[src/rtl/rl_ram_arb_pkg.sv]
// Shared helpers for the single-port RAM arbiter: derived widths and
// one-hot to binary index conversion.
package rl_ram_arb_pkg;

  // Byte-enable width for a data word of dbits bits.
  function automatic int be_bits(input int dbits);
    return (dbits + 7) / 8;
  endfunction

  // Index width for n requesters, never below one bit.
  function automatic int idx_bits(input int n);
    return (n > 1) ? $clog2(n) : 1;
  endfunction

  // Binary index of a one-hot vector (up to 16 requesters); all-zero maps to 0.
  function automatic logic [3:0] onehot_to_idx(input logic [15:0] oh);
    logic [3:0] idx;
    idx = '0;
    for (int i = 0; i < 16; i++) begin
      if (oh[i]) idx = idx | 4'(i);
    end
    return idx;
  endfunction

endpackage

[src/rtl/rl_rr_arbiter.sv]
// Purely combinational round-robin search: starting one past ptr_i and
// wrapping modulo NPORTS, grant the first requesting port.
module rl_rr_arbiter
  import rl_ram_arb_pkg::*;
#(
  parameter int  NPORTS = 4,
  localparam int IW     = idx_bits(NPORTS)
) (
  input  logic [NPORTS-1:0] req_i,
  input  logic [IW-1:0]     ptr_i,
  output logic [NPORTS-1:0] gnt_o,
  output logic [IW-1:0]     idx_o,
  output logic              any_o
);

  logic [IW-1:0] w_cand;

  // Walk the ports in priority order from ptr_i+1; the first request wins.
  always_comb begin
    gnt_o  = '0;
    w_cand = '0;
    for (int k = 1; k <= NPORTS; k++) begin
      w_cand = IW'((int'(ptr_i) + k) % NPORTS);
      if (req_i[w_cand] && (gnt_o == '0)) gnt_o[w_cand] = 1'b1;
    end
    any_o = |gnt_o;
    idx_o = IW'(onehot_to_idx(16'(gnt_o)));
  end

endmodule

[src/rtl/rl_ram_1rw_arbiter.sv]
// Shares one 1RW RAM among NPORTS requesters with round-robin priority and a
// bounded lock for back-to-back bursts.
// Handshake: a requester raises req_i[n] with its payload and holds both
// stable until it sees gnt_o[n]; the access completes on the rising edge at
// which gnt_o[n] is high. For reads, rvalid_o[n] is high for exactly one
// cycle after that edge, and dout_o is meaningful only while it is high.
module rl_ram_1rw_arbiter
  import rl_ram_arb_pkg::*;
#(
  parameter int  NPORTS   = 4,
  parameter int  ABITS    = 10,
  parameter int  DBITS    = 32,
  parameter int  MAX_LOCK = 8,
  localparam int BEBITS   = be_bits(DBITS)
) (
  input  logic                     clk_i,
  input  logic                     rst_i,
  input  logic [NPORTS-1:0]        req_i,
  input  logic [NPORTS-1:0]        lock_i,
  input  logic [NPORTS*ABITS-1:0]  addr_i,
  input  logic [NPORTS-1:0]        we_i,
  input  logic [NPORTS*BEBITS-1:0] be_i,
  input  logic [NPORTS*DBITS-1:0]  din_i,
  output logic [NPORTS-1:0]        gnt_o,
  output logic [NPORTS-1:0]        rvalid_o,
  output logic [DBITS-1:0]         dout_o,
  output logic [ABITS-1:0]         ram_addr_o,
  output logic                     ram_we_o,
  output logic [BEBITS-1:0]        ram_be_o,
  output logic [DBITS-1:0]         ram_din_o,
  input  logic [DBITS-1:0]         ram_dout_i
);

  localparam int         IW        = idx_bits(NPORTS);
  localparam logic [7:0] MAX_LOCK_C = 8'(MAX_LOCK);

  logic [IW-1:0]     r_last;
  logic [IW-1:0]     r_owner;
  logic              r_locked;
  logic [7:0]        r_lock_cnt;
  logic [NPORTS-1:0] r_rvalid;
  logic [ABITS-1:0]  r_addr_hold;
  logic [DBITS-1:0]  r_din_hold;

  logic [NPORTS-1:0] w_rr_gnt;
  logic [IW-1:0]     w_rr_idx;
  logic              w_rr_any;
  logic              w_lock_active;
  logic [NPORTS-1:0] w_gnt;
  logic [IW-1:0]     w_idx;
  logic              w_any;
  logic [ABITS-1:0]  w_sel_addr;
  logic [DBITS-1:0]  w_sel_din;
  logic [BEBITS-1:0] w_sel_be;
  logic              w_sel_we;
  logic              w_sel_lock;
  logic              w_locked_next;
  logic [IW-1:0]     w_owner_next;
  logic [7:0]        w_cnt_next;

  rl_rr_arbiter #(.NPORTS(NPORTS)) u_rr (
    .req_i (req_i),
    .ptr_i (r_last),
    .gnt_o (w_rr_gnt),
    .idx_o (w_rr_idx),
    .any_o (w_rr_any)
  );

  // The lock only holds while its owner keeps requesting.
  assign w_lock_active = r_locked & req_i[r_owner];

  // Final grant: nothing in reset, the lock owner if active, else round-robin.
  always_comb begin
    w_gnt = '0;
    w_idx = '0;
    w_any = 1'b0;
    if (!rst_i) begin
      if (w_lock_active) begin
        w_gnt[r_owner] = 1'b1;
        w_idx          = r_owner;
        w_any          = 1'b1;
      end else begin
        w_gnt = w_rr_gnt;
        w_idx = w_rr_idx;
        w_any = w_rr_any;
      end
    end
  end

  // One-hot AND-OR mux of the granted port's payload; zero when idle.
  always_comb begin
    w_sel_addr = '0;
    w_sel_din  = '0;
    w_sel_be   = '0;
    w_sel_we   = 1'b0;
    w_sel_lock = 1'b0;
    for (int n = 0; n < NPORTS; n++) begin
      if (w_gnt[n]) begin
        w_sel_addr = addr_i[n*ABITS +: ABITS];
        w_sel_din  = din_i[n*DBITS +: DBITS];
        w_sel_be   = be_i[n*BEBITS +: BEBITS];
        w_sel_we   = we_i[n];
        w_sel_lock = lock_i[n];
      end
    end
  end

  // Lock bookkeeping: start or extend on a locked grant, drop on anything else,
  // and release right after the grant that brings the count to MAX_LOCK.
  always_comb begin
    w_locked_next = 1'b0;
    w_owner_next  = r_owner;
    w_cnt_next    = '0;
    if (w_any && w_sel_lock) begin
      w_cnt_next    = w_lock_active ? (r_lock_cnt + 8'd1) : 8'd1;
      w_owner_next  = w_idx;
      w_locked_next = 1'b1;
      if (w_cnt_next >= MAX_LOCK_C) begin
        w_locked_next = 1'b0;
        w_cnt_next    = '0;
      end
    end
  end

  // Lock state registers.
  always_ff @(posedge clk_i or posedge rst_i) begin
    if (rst_i) begin
      r_locked   <= 1'b0;
      r_owner    <= '0;
      r_lock_cnt <= '0;
    end else begin
      r_locked   <= w_locked_next;
      r_owner    <= w_owner_next;
      r_lock_cnt <= w_cnt_next;
    end
  end

  // Pointer and held RAM address/data follow every grant so idle cycles don't toggle.
  always_ff @(posedge clk_i or posedge rst_i) begin
    if (rst_i) begin
      r_last      <= IW'(NPORTS - 1);
      r_addr_hold <= '0;
      r_din_hold  <= '0;
    end else if (w_any) begin
      r_last      <= w_idx;
      r_addr_hold <= w_sel_addr;
      r_din_hold  <= w_sel_din;
    end
  end

  // Read-return strobe: one cycle after a granted read, cleared by reset at once.
  always_ff @(posedge clk_i or posedge rst_i) begin
    if (rst_i) r_rvalid <= '0;
    else       r_rvalid <= w_gnt & ~we_i;
  end

  assign gnt_o      = w_gnt;
  assign rvalid_o   = r_rvalid;
  assign dout_o     = ram_dout_i;
  assign ram_addr_o = w_any ? w_sel_addr : r_addr_hold;
  assign ram_din_o  = w_any ? w_sel_din : r_din_hold;
  assign ram_we_o   = w_any & w_sel_we;
  assign ram_be_o   = w_any ? w_sel_be : '0;

endmodule

[config.mk]
export PLATFORM = sky130hd
export DESIGN_NAME = rl_ram_1rw_arbiter
export DESIGN_NICKNAME = d
export VERILOG_FILES = /design/src/rtl/rl_ram_arb_pkg.sv /design/src/rtl/rl_rr_arbiter.sv /design/src/rtl/rl_ram_1rw_arbiter.sv
export SDC_FILE = /design/constraint.sdc
export NUM_CORES = 1
export LEC_CHECK = 0
export ABC_AREA = 0
export CAP_MARGIN = 20
export CORE_AREA = 5 5 120 122
export CTS_CLUSTER_DIAMETER = 60
export DETAILED_ROUTE_END_ITERATION = 8
export DIE_AREA = 0 0 125 127
export PLACE_DENSITY_LB_ADDON = 0.2
export RECOVER_POWER = 50
export SETUP_SLACK_MARGIN = 0.02
export SYNTH_ARGS = -nofsm -noshare
export SYNTH_HDL_FRONTEND = slang
export SYNTH_SLANG_ARGS = --single-unit
export TNS_END_PERCENT = 30
[constraint.sdc]
create_clock -name clk_i -period 9.2 [get_ports clk_i]
set_input_delay 2.76 -clock clk_i [delete_from_list [all_inputs] [get_ports clk_i]]
set_output_delay 2.76 -clock clk_i [all_outputs]
set_load 0.01 [all_outputs]
== Word level (Yosys, flattened, before mapping) ==
Cells that the tools add are included.
Cells by class
  shifts and indexed selects: 0
  $lt $le $gt $ge: 11
  add/subtract/negate cells: 5
  reductions and logical operators: 13
  divide/modulo/power cells: 0
  mux-type cells: 61
  $mul: 0
  bitwise logic cells: 7
  eq/ne operators: 0
Operator list (count)
  $mux W32: 5
  $mux W10: 5
  $mux W4: 11
  $mux W8: 3
  $mux W1: 23
  $lt A2 B3 Y1 const B: 5
  $logic_not A4 Y1: 3
  $or A4 B4 Y4: 3
  $bmux W1 S2: 5
  $demux W1 S2: 5
  $ge A2 B1 Y1 const B: 5
  $logic_and A1 B1 Y1: 9
  $add A8 B1 Y8 const B: 1
  $ge A8 B4 Y1 const B: 1
  $mux W2: 4
  $add A2 B1 Y2 const B: 2
  $add A2 B2 Y2 const B: 2
  $and A4 B4 Y4: 1
  $not A4 Y4: 1
  $reduce_or A4 Y1: 1
  $and A1 B1 Y1: 2
Storage, ports and cells
  memory bits (read-only): 0
  bits in writable memories: 0
  output and inout bits: 87
  memories kept: 0
  input bits: 230
  word-level logic and storage cells: 104
  register bits: 59
  bits in latches: 0

== Depth between registers and ports, before layout ==
Gate-level depths: netlist (run 1).
  depth in word-level cells: 23
  gate-level depth with buffers: 13
  mapped depth without buffers: 12

== Cells and area by module ==
From an unflattened synthesis (run 1), not the netlist that was laid out.
Second synthesis, totals
  cell total of the unflattened synthesis: 514
  area, all modules: 4508.1 um2
By module, submodules not included
  rl_ram_1rw_arbiter: area an instance 3916.3 um2, sequential area each 1478.9 um2, instances 1, cells each 450
  rl_rr_arbiter: area an instance 591.8 um2, sequential area each 0.0 um2, instances 1, cells each 64

== Worst setup path after synthesis (run 1) ==
OpenSTA, ideal clock, no wires.
  kind: in2out
  start: input port rst_i
  end: output port ram_din_o[7]
  stages on the path: 9
  arrival: 5.717 ns
  path buffers: 2
  setup slack: 0.723 ns
  data required time: 6.440 ns
  path through: inv_1 > o311a_1 > nand4_1 > o21ai_2 > o2bb2ai_2 > buf_4 > buf_4 > a221oi_1 > o21ai_1
Between the ends
  longest elaborated chain between the ends: 6
  elaborated cells on any way between the ends: 7
  those cells by class: 7 x mux
RTL lines
  from (decl): RTL line rl_ram_1rw_arbiter.sv:17  | input logic rst_i,
  $mux W4: RTL line rl_ram_1rw_arbiter.sv:77  | if (!rst_i) begin
  net gnt_o[0]: RTL line rl_ram_1rw_arbiter.sv:24  | output logic [NPORTS-1:0] gnt_o,
  $mux W32 (4 in a row): RTL line rl_ram_1rw_arbiter.sv:98  | if (w_gnt[n]) begin
  $mux W32
  to (decl): RTL line rl_ram_1rw_arbiter.sv:30  | output logic [DBITS-1:0] ram_din_o,
The timed path passes the listed nets, and every way through them passes these cells.

== Worst setup path in the final report (run 1) ==
  start: input port req_i[3]
  end: output port ram_din_o[13]
Between the ends
  longest elaborated chain between the ends: 19
  elaborated cells on any way between the ends: 34
  those cells by class: 23 x mux; 4 x bitwise; 7 x reduce/logical
RTL lines
  from (decl): RTL line rl_ram_1rw_arbiter.sv:18  | input logic [NPORTS-1:0] req_i,
  $bmux W1 S2: RTL line rl_rr_arbiter.sv:24  | if (req_i[w_cand] && (gnt_o == '0)) gnt_o[w_cand] = 1'b1;
  $mux W1 (not written as such): RTL line rl_rr_arbiter.sv:24
  $mux W4: RTL line rl_rr_arbiter.sv:24
  $logic_not A4 Y1: RTL line rl_rr_arbiter.sv:24
  $logic_and A1 B1 Y1: RTL line rl_rr_arbiter.sv:24
  $mux W4: RTL line rl_rr_arbiter.sv:24
  $logic_not A4 Y1: RTL line rl_rr_arbiter.sv:24
  $logic_and A1 B1 Y1: RTL line rl_rr_arbiter.sv:24
  $mux W4: RTL line rl_rr_arbiter.sv:24
  $logic_not A4 Y1: RTL line rl_rr_arbiter.sv:24
  $logic_and A1 B1 Y1: RTL line rl_rr_arbiter.sv:24
  $mux W4: RTL line rl_rr_arbiter.sv:24
  $mux W4: RTL line rl_ram_1rw_arbiter.sv:78  | if (w_lock_active) begin
  $mux W4: RTL line rl_ram_1rw_arbiter.sv:77
  $mux W32 (4 in a row): RTL line rl_ram_1rw_arbiter.sv:98
  $mux W32 (*)
Mark *: on every way between the ends. The rest lies on a longest branch, timed or not. The select of a mux whose other input is x is not followed.

==> reports/metrics.csv, run 1 <==
stage;metric;value;unit
routing;vias;4568;
pwr;leakagePower;0.002858;uW
routing;firstDrtPassIters;4;
synth;ys_types;62;
floorplanning;rows;42;
clock_network;clkTransAtPathRegs;50;ps
routing;via_per_inst;5.312;
worst_hold_path;hp-class;register to register;
setup_path;timing.critical_path.mode_cell;clkdlybuf4s50_1;
outcome;status;finished with violations;
clock_network;cts_tree;yes;
setup_path;crit_family;buffers and inverters;
timing;fin_crit;9039;ps
setup_path;arrival;6280;ps
timing;setup_ws;161.2;ps
synth;ys_seq_area_share;35.79;%
global_route;grt_overflow_total;0;
global_route;grtUsageTotal;21.58;%
setup_path;cp.depth;11;
pwr;peakVddDrop;0.2505;mV
placement;preCtsSetupSlack;65.60;ps
placement;gp_congestion;0.8693;
setup_path;reg2reg_from;r_last[0];
global_route;antenna_found_initial;1;
setup_path;cp_slowest_cell;clkdlybuf4s50_1;
clock_network;clockRootBuffer;clkbuf_16;
run;max-cap-violations;1;
global_route;grt_pass1_vias;4877;
timing;clock.fmax;0.1106;GHz
placement;io_buffers;252;
synth;async_flop_share;100.0;%
synth;synth_area_per_cell;9.123;um^2
final_layout;final_area;7132;um^2
routing;drt_iter0_markers;251;
timing;worst_clock_skew;8.636;ps
floorplanning;initial_core_util;31.58;%
floorplanning;fp.dieW;125;um
final_layout;syn_to_final_growth;72.57;%
routing;routedWlPerCell;21.09;um
clock_network;cts_sinks;59;
synth;ys_ff_latch;59;
timing;setup_viol;0;
routing;ant_nets;0;
setup_path;path_buf_inv;3;
synth;synth_top_flop_cell;dfrtp_1;
placement;placed_area;6730;um^2
clock_network;worstSkewPairLatency;330;ps
placement;dp_cells;840;
worst_hold_path;hold_end;r_addr_hold[9];
clock_network;cts_hold_buf;0;
setup_path;start_kind;primary input;
global_route;grt_pass1_wl;27.31;mm
pwr;power_density;480.8;nW/um^2
setup_path;ff2ff_setup_slack;5070;ps
setup_path;rr_worst_depth;12;
synth;syn-cell-area;4133;um^2
synth;syn_inst;453;
timing;slew_headroom;-120.7;%
final_layout;nFillCells;1205;
setup_path;r2r-end;r_owner[0];
floorplanning;pin_count;317;
global_route;grt_max_degree;61;
clock_network;numCtsBuffers;9;
setup_path;cpPeakStageDelay;640;ps
timing;finalCritPeriodShare;98.25;%
final_layout;final_nets;917;
final_layout;utilization;54.50;%
floorplanning;core;13090;um^2
timing;hold_viol;0;
final_layout;drive_gt1_share;10.83;%
routing;drc;0;
setup_path;end_kind;output pin;
outcome;violations;max-capacitance violations, max-slew violations;
setup_path;required;6440;ps
setup_path;cp_max_fo;35;
synth;ys_warn_count;0;
routing;drt-total-wl;18.14;mm
worst_hold_path;whs_path_depth;1;
final_layout;layout_common_cells;clkdlybuf4s50_1 (242), dfrtp_1 (57), nand2_1 (55);
final_layout;layout_commonest_cell;clkdlybuf4s50_1;
floorplanning;die_area;15880;um^2
placement;dpl.hpwl;13.67;mm
clock_network;cts.htree.levels;3;
clock_network;clockBufferDepth;2;
setup_path;critPathLaunch;req_i[3];
setup_path;critical_path_class;primary input to output pin;
synth;synth_edf_count;0;
final_layout;fin_cells;860;
timing;rsz0062_at_grt;true;
timing;final_max_slew_viol_count;61;
timing;worst_pin_slew;3311;ps
worst_hold_path;min_from;r_addr_hold[9];
setup_path;worstPathCellList;clkdlybuf4s50_1, mux4_2, a21boi_2, nand3_1, and3_1, a31oi_4, or2_1, buf_12, o22ai_1, o21ai_1, clkdlybuf4s50_1;
floorplanning;die_h;127;um
through the flow:
step,TNS (ps),hold WS (ps),total power (uW)
2_1_floorplan,0,512.1,1868
3_3_place_gp,0,474.6,3027
3_5_place_dp,0,482.2,3048
4_1_cts,0,495.9,3420
5_1_grt,-2.819,510.9,3679
6_report,0,492.1,3429
per-layer routing:
| metal | vias to the layer above | track usage [%] | part of all wire, % |
|---|---|---|---|
| li1 | 2171 | - | - |
| met3 | 31 | 5.718 | 5.9 |
| met4 | 0 | 7.270 | 2.9 |
| met5 | - | 0 | 0 |
| met1 | 2197 | 25.82 | 39 |
| met2 | 169 | 37.77 | 52 |
synth_stat cells (all sizes together) (2+ instances only):
library cell  number  share of area [%]
dfstp              2                1.3
inv                7               0.64
nand3              9                1.1
mux2i              6                1.5
or2                4               0.61
a21o               3               0.54
a22o               2               0.42
o21ai             47                6.0
and3               5               0.76
and2               2               0.30
nor2b              2               0.30
o21a               3               0.54
nor3               3               0.64
a221oi            47                 10
ha                 9                2.7
or3                3               0.45
o31ai              2               0.36
mux4               4                2.2
dfrtp             57                 35
o22ai             47                7.1
mux2              14                3.8
a31oi              3               0.82
nand2b             3               0.45
a21boi             4               0.91
nand4              3               0.45
a21oi              6               0.82
nor2              18                1.8
nand2             55                5.0
clkbuf             8               0.73
buf               56                8.9
sequential cells by signal, indices dropped and copies added, names as in the netlist:
| register | cells |
|---|---|
| r_owner | 2 |
| r_last | 2 |
| r_addr_hold | 10 |
| rvalid_o | 4 |
| r_lock_cnt | 8 |
| r_locked | 1 |
| r_din_hold | 32 |
cell families (layout without fill, tap and decap cells):
group	after synthesis	after routing	share of synthesized area, %
other	1	6	0.09074
DFF	59	59	35.79
buffers and inverters	71	296	10.29
and+or+nand+nor	110	110	12.53
AOI/OAI and AO/OA	177	177	30.70
adders and majority gates	9	9	2.725
xor gates and xnor gates	2	2	0.4239
muxes	24	25	7.448
area by class of cell:
class / instances / area (um^2) / area share, %
tap: 176 / 220.2 / 3.088
timing repair buffer: 273 / 2781 / 39.00
clock inverter: 6 / 71.32 / 1.000
multi-input combinational: 328 / 2312 / 32.42
inverter: 7 / 26.28 / 0.3684
clock buffer: 10 / 239.0 / 3.351
antenna: 1 / 2.502 / 0.03509
sequential: 59 / 1479 / 20.74
worst max path at each step:
stage | to
after detailed placement | ram_din_o[4]
after global routing | ram_we_o
after floorplan | ram_din_o[7]
after CTS | ram_din_o[2]
after global placement | ram_din_o[0]
final | ram_din_o[13]
worst reg2reg max path, stage by stage, from the launching register on:
cell,delay [ps]
dfstp_2,710
inv_1,160
ha_1,450
mux4_2,600
a21o_1,200
a32o_1,310
nor3_4,240
a31oi_4,200
buf_4,240
nor2_4,160
mux2i_1,110
a21oi_2,280
mux2_1,360
power by group:
part	leakage (uW)	internal [uW]	switching, uW
combinational	0.00200	1280	1350
sequential	0.000707	394	53.9
clock	0.000146	220	132
repair_timing:
action | CTS | global route
buffers inserted | 0 | 1
gates resized for setup | 0 | 13
setup endpoints to repair | 0 | 43
Power figures use the tool's default switching activity.
==> inputs of run 2 (changes only) <==
--- a/config.mk
+++ b/config.mk
@@ -7,10 +7,11 @@
 export LEC_CHECK = 0
 export ABC_AREA = 0
 export CAP_MARGIN = 20
-export CORE_AREA = 5 5 120 122
+export CORE_AREA = 5 5 118 120
+export CTS_BUF_LIST = sky130_fd_sc_hd__clkbuf_8
 export CTS_CLUSTER_DIAMETER = 60
 export DETAILED_ROUTE_END_ITERATION = 8
-export DIE_AREA = 0 0 125 127
+export DIE_AREA = 0 0 123 125
 export PLACE_DENSITY_LB_ADDON = 0.2
 export RECOVER_POWER = 50
 export SETUP_SLACK_MARGIN = 0.02
==> run 2 against run 1 <==
Net effect: the flow still finishes with violations (max-capacitance violations, max-slew violations); maximum frequency down 0.58%; clock skew down 0.81 ps; count of clock-buffer cells in the layout unchanged; setup slack worse by 53 ps; largest cell class unchanged; largest power group unchanged; highest routed layer unchanged.
==> reports/metrics.csv, run 2 (same netlist as run 1, synthesis figures left out) <==
stage;metric;value;unit;change
outcome;status;finished with violations;;unchanged
outcome;violations;max-capacitance violations, max-slew violations;;unchanged
routing;firstDrtPassIters;5;;was 4
global_route;grt_overflow_total;0;;unchanged
setup_path;cp_max_fo;22;;was 35
pwr;peakVddDrop;0.1915;mV;was 0.2505 mV
setup_path;end_kind;output pin;;unchanged
timing;hold_viol;0;;unchanged
worst_hold_path;hp-class;register to register;;unchanged
setup_path;required;6440;ps;about the same
pwr;seq_power_share;13.6;%;was 13.1%
timing;setup_viol;0;;unchanged
floorplanning;core;12870;um^2;was 13090 um^2
placement;io_buffers;252;;unchanged
routing;via_per_inst;5.407;;was 5.312
pwr;power_density;470.7;nW/um^2;was 480.8 nW/um^2
timing;setup_tns;0;ps;unchanged
routing;met1_length;6.516;mm;was 7.040 mm
pwr;swShare;46.03;%;was 44.73%
timing;fin_crit;9092;ps;was 9039 ps
run;max-cap-violations;1;;unchanged
setup_path;arrival;6330;ps;was 6280 ps
floorplanning;die_area;15380;um^2;was 15880 um^2
timing;worst_clock_skew;7.822;ps;was 8.636 ps
timing;setup_ws;108.3;ps;was 161.2 ps
floorplanning;pin_count;317;;unchanged
floorplanning;initial_core_util;32.10;%;was 31.58%
final_layout;final_nets;915;;was 917
clock_network;clkTransAtPathRegs;60;ps;was 50 ps
setup_path;start_kind;primary input;;unchanged
routing;ant_nets;0;;unchanged
routing;drt_iter0_markers;236;;was 251
placement;gp_congestion;0.9655;;was 0.8693
clock_network;cts_tree;yes;;unchanged
final_layout;top_register;r_din_hold;;unchanged
final_layout;largest_reg_flops;32;;unchanged
global_route;grt_pass1_vias;4857;;was 4877
timing;finalCritPeriodShare;98.82;%;was 98.25%
routing;vias;4628;;was 4568
pwr;clockPowerShare;6.1;%;was 10.3%
clock_network;clockBufferDepth;2;;unchanged
final_layout;n_antenna_cell;0;;was 1
pwr;pwr-share-comb;80.3;%;was 76.7%
placement;preCtsSetupSlack;-145.8;ps;was 65.60 ps
floorplanning;die_h;125;um;was 127 um
final_layout;layout_commonest_cell;clkdlybuf4s50_1;;unchanged
clock_network;cts.htree.levels;3;;unchanged
pwr;p_sw;1514;uW;was 1534 uW
timing;worst_pin_slew;3393;ps;was 3311 ps
final_layout;syn_to_final_growth;69.15;%;was 72.57%
floorplanning;fp.dieW;123;um;was 125 um
routing;wl_met3;1.229;mm;was 1.067 mm
global_route;grt_max_degree;61;;unchanged
placement;placed_area;6720;um^2;was 6730 um^2
global_route;grt_pass1_wl;27.14;mm;was 27.31 mm
pwr;leakagePower;0.002799;uW;was 0.002858 uW
global_route;grtUsageTotal;22.66;%;was 21.58%
final_layout;nFillCells;1191;;was 1205
timing;hold_ws;493.6;ps;was 492.1 ps
routing;routed.top_layer;met4;;unchanged
clock_network;clockRootBuffer;clkbuf_8;;was clkbuf_16
floorplanning;rows;42;;unchanged
final_layout;drive_gt1_share;10.59;%;was 10.83%
setup_path;critical_path_class;primary input to output pin;;unchanged
routing;routedWlPerCell;20.72;um;was 21.09 um
clock_network;cts_hold_buf;0;;unchanged
routing;wl_met2;9.577;mm;was 9.512 mm
final_layout;layout_common_cells;clkdlybuf4s50_1 (241), dfrtp_1 (57), nand2_1 (55);;was clkdlybuf4s50_1 (242), dfrtp_1 (57), nand2_1 (55)
routing;drt-total-wl;17.74;mm;was 18.14 mm
final_layout;reg.largest.list;r_din_hold x32, r_addr_hold x10, r_lock_cnt x8;;unchanged
clock_network;numCtsBuffers;9;;unchanged
placement;dpl.hpwl;14.01;mm;was 13.67 mm
timing;rsz0062_at_grt;false;;was true
global_route;antenna_found_initial;0;;was 1
clock_network;cts_sinks;59;;unchanged
timing;clock.fmax;0.1100;GHz;was 0.1106 GHz
clock_network;worstSkewPairLatency;330;ps;about the same
timing;slew_headroom;-126.2;%;was -120.7%
routing;drc;0;;unchanged
pwr;p_int;1776;uW;was 1895 uW
final_layout;final_area;6990;um^2;was 7132 um^2
timing;final_max_slew_viol_count;61;;unchanged
-- run 2: area by class of cell --
class                      count  area [um^2]  share of cell area (%)
tap                          176        220.2                   3.150
clock buffer                  10        137.6                   1.969
multi-input combinational    328         2333                   33.38
inverter                       7        26.28                  0.3759
timing repair buffer         271         2771                   39.65
sequential                    59         1479                   21.16
clock inverter                 5        22.52                  0.3222
-- run 2: worst paths after layout --
kind / start / end / slack [ps] / cells after the start
max: req_i[0] / ram_din_o[31] / 110 / 12
min: r_din_hold[2] / r_din_hold[2] / 490 / 2
max reg2reg: r_last[0] / r_owner[0] / 5080 / 10
min reg2reg: r_din_hold[2] / r_din_hold[2] / 490 / 2
max in group asynchronous: rst_i / r_din_hold[13] / 2910 / 3
min in group asynchronous: rst_i / rvalid_o[0] / 4370 / 3
-- run 2: metal layers --
layer	GRT usage (%)	up-vias
met5	0	-
met3	6.278	32
met4	7.296	0
met1	25.83	2192
met2	40.50	244
li1	-	2160
-- run 2: power groups by stage --
stage | clock [uW] | combinational, uW | sequential [uW]
after global placement | 0 | 2570 | 446
after detailed placement | 0 | 2600 | 451
final | 201 | 2640 | 447
after global routing | 224 | 2850 | 459
after floorplan | 0 | 1440 | 431
after CTS | 211 | 2610 | 446
-- run 2: timing repair --
item / CTS / global route
gates resized for setup: 2 / 20
buffers inserted: 0 / 3
pin swaps: 0 / 3
endpoints found under the hold margin: 0 / 0
gates cloned: 0 / 1
setup endpoints to repair: 12 / 42
-- run 2: through the flow --
step / std cells / power (uW) / utilization, %
2_1_floorplan: 457 / 1868 / -
3_3_place_gp: 837 / 3015 / 52.20
3_5_place_dp: 837 / 3047 / 52.20
4_1_cts: 852 / 3270 / 53.46
5_1_grt: 856 / 3535 / 54.30
6_report: 856 / 3290 / 54.30
-- run 2: critical path, cell delays in order --
cell,delay (ps)
clkdlybuf4s50_1,520
mux4_2,590
buf_4,190
a221oi_4,380
or2_1,210
o21ai_2,100
o2bb2ai_4,180
buf_12,180
a221oi_1,320
o21ai_1,120
mux2_2,280
clkdlybuf4s50_1,510
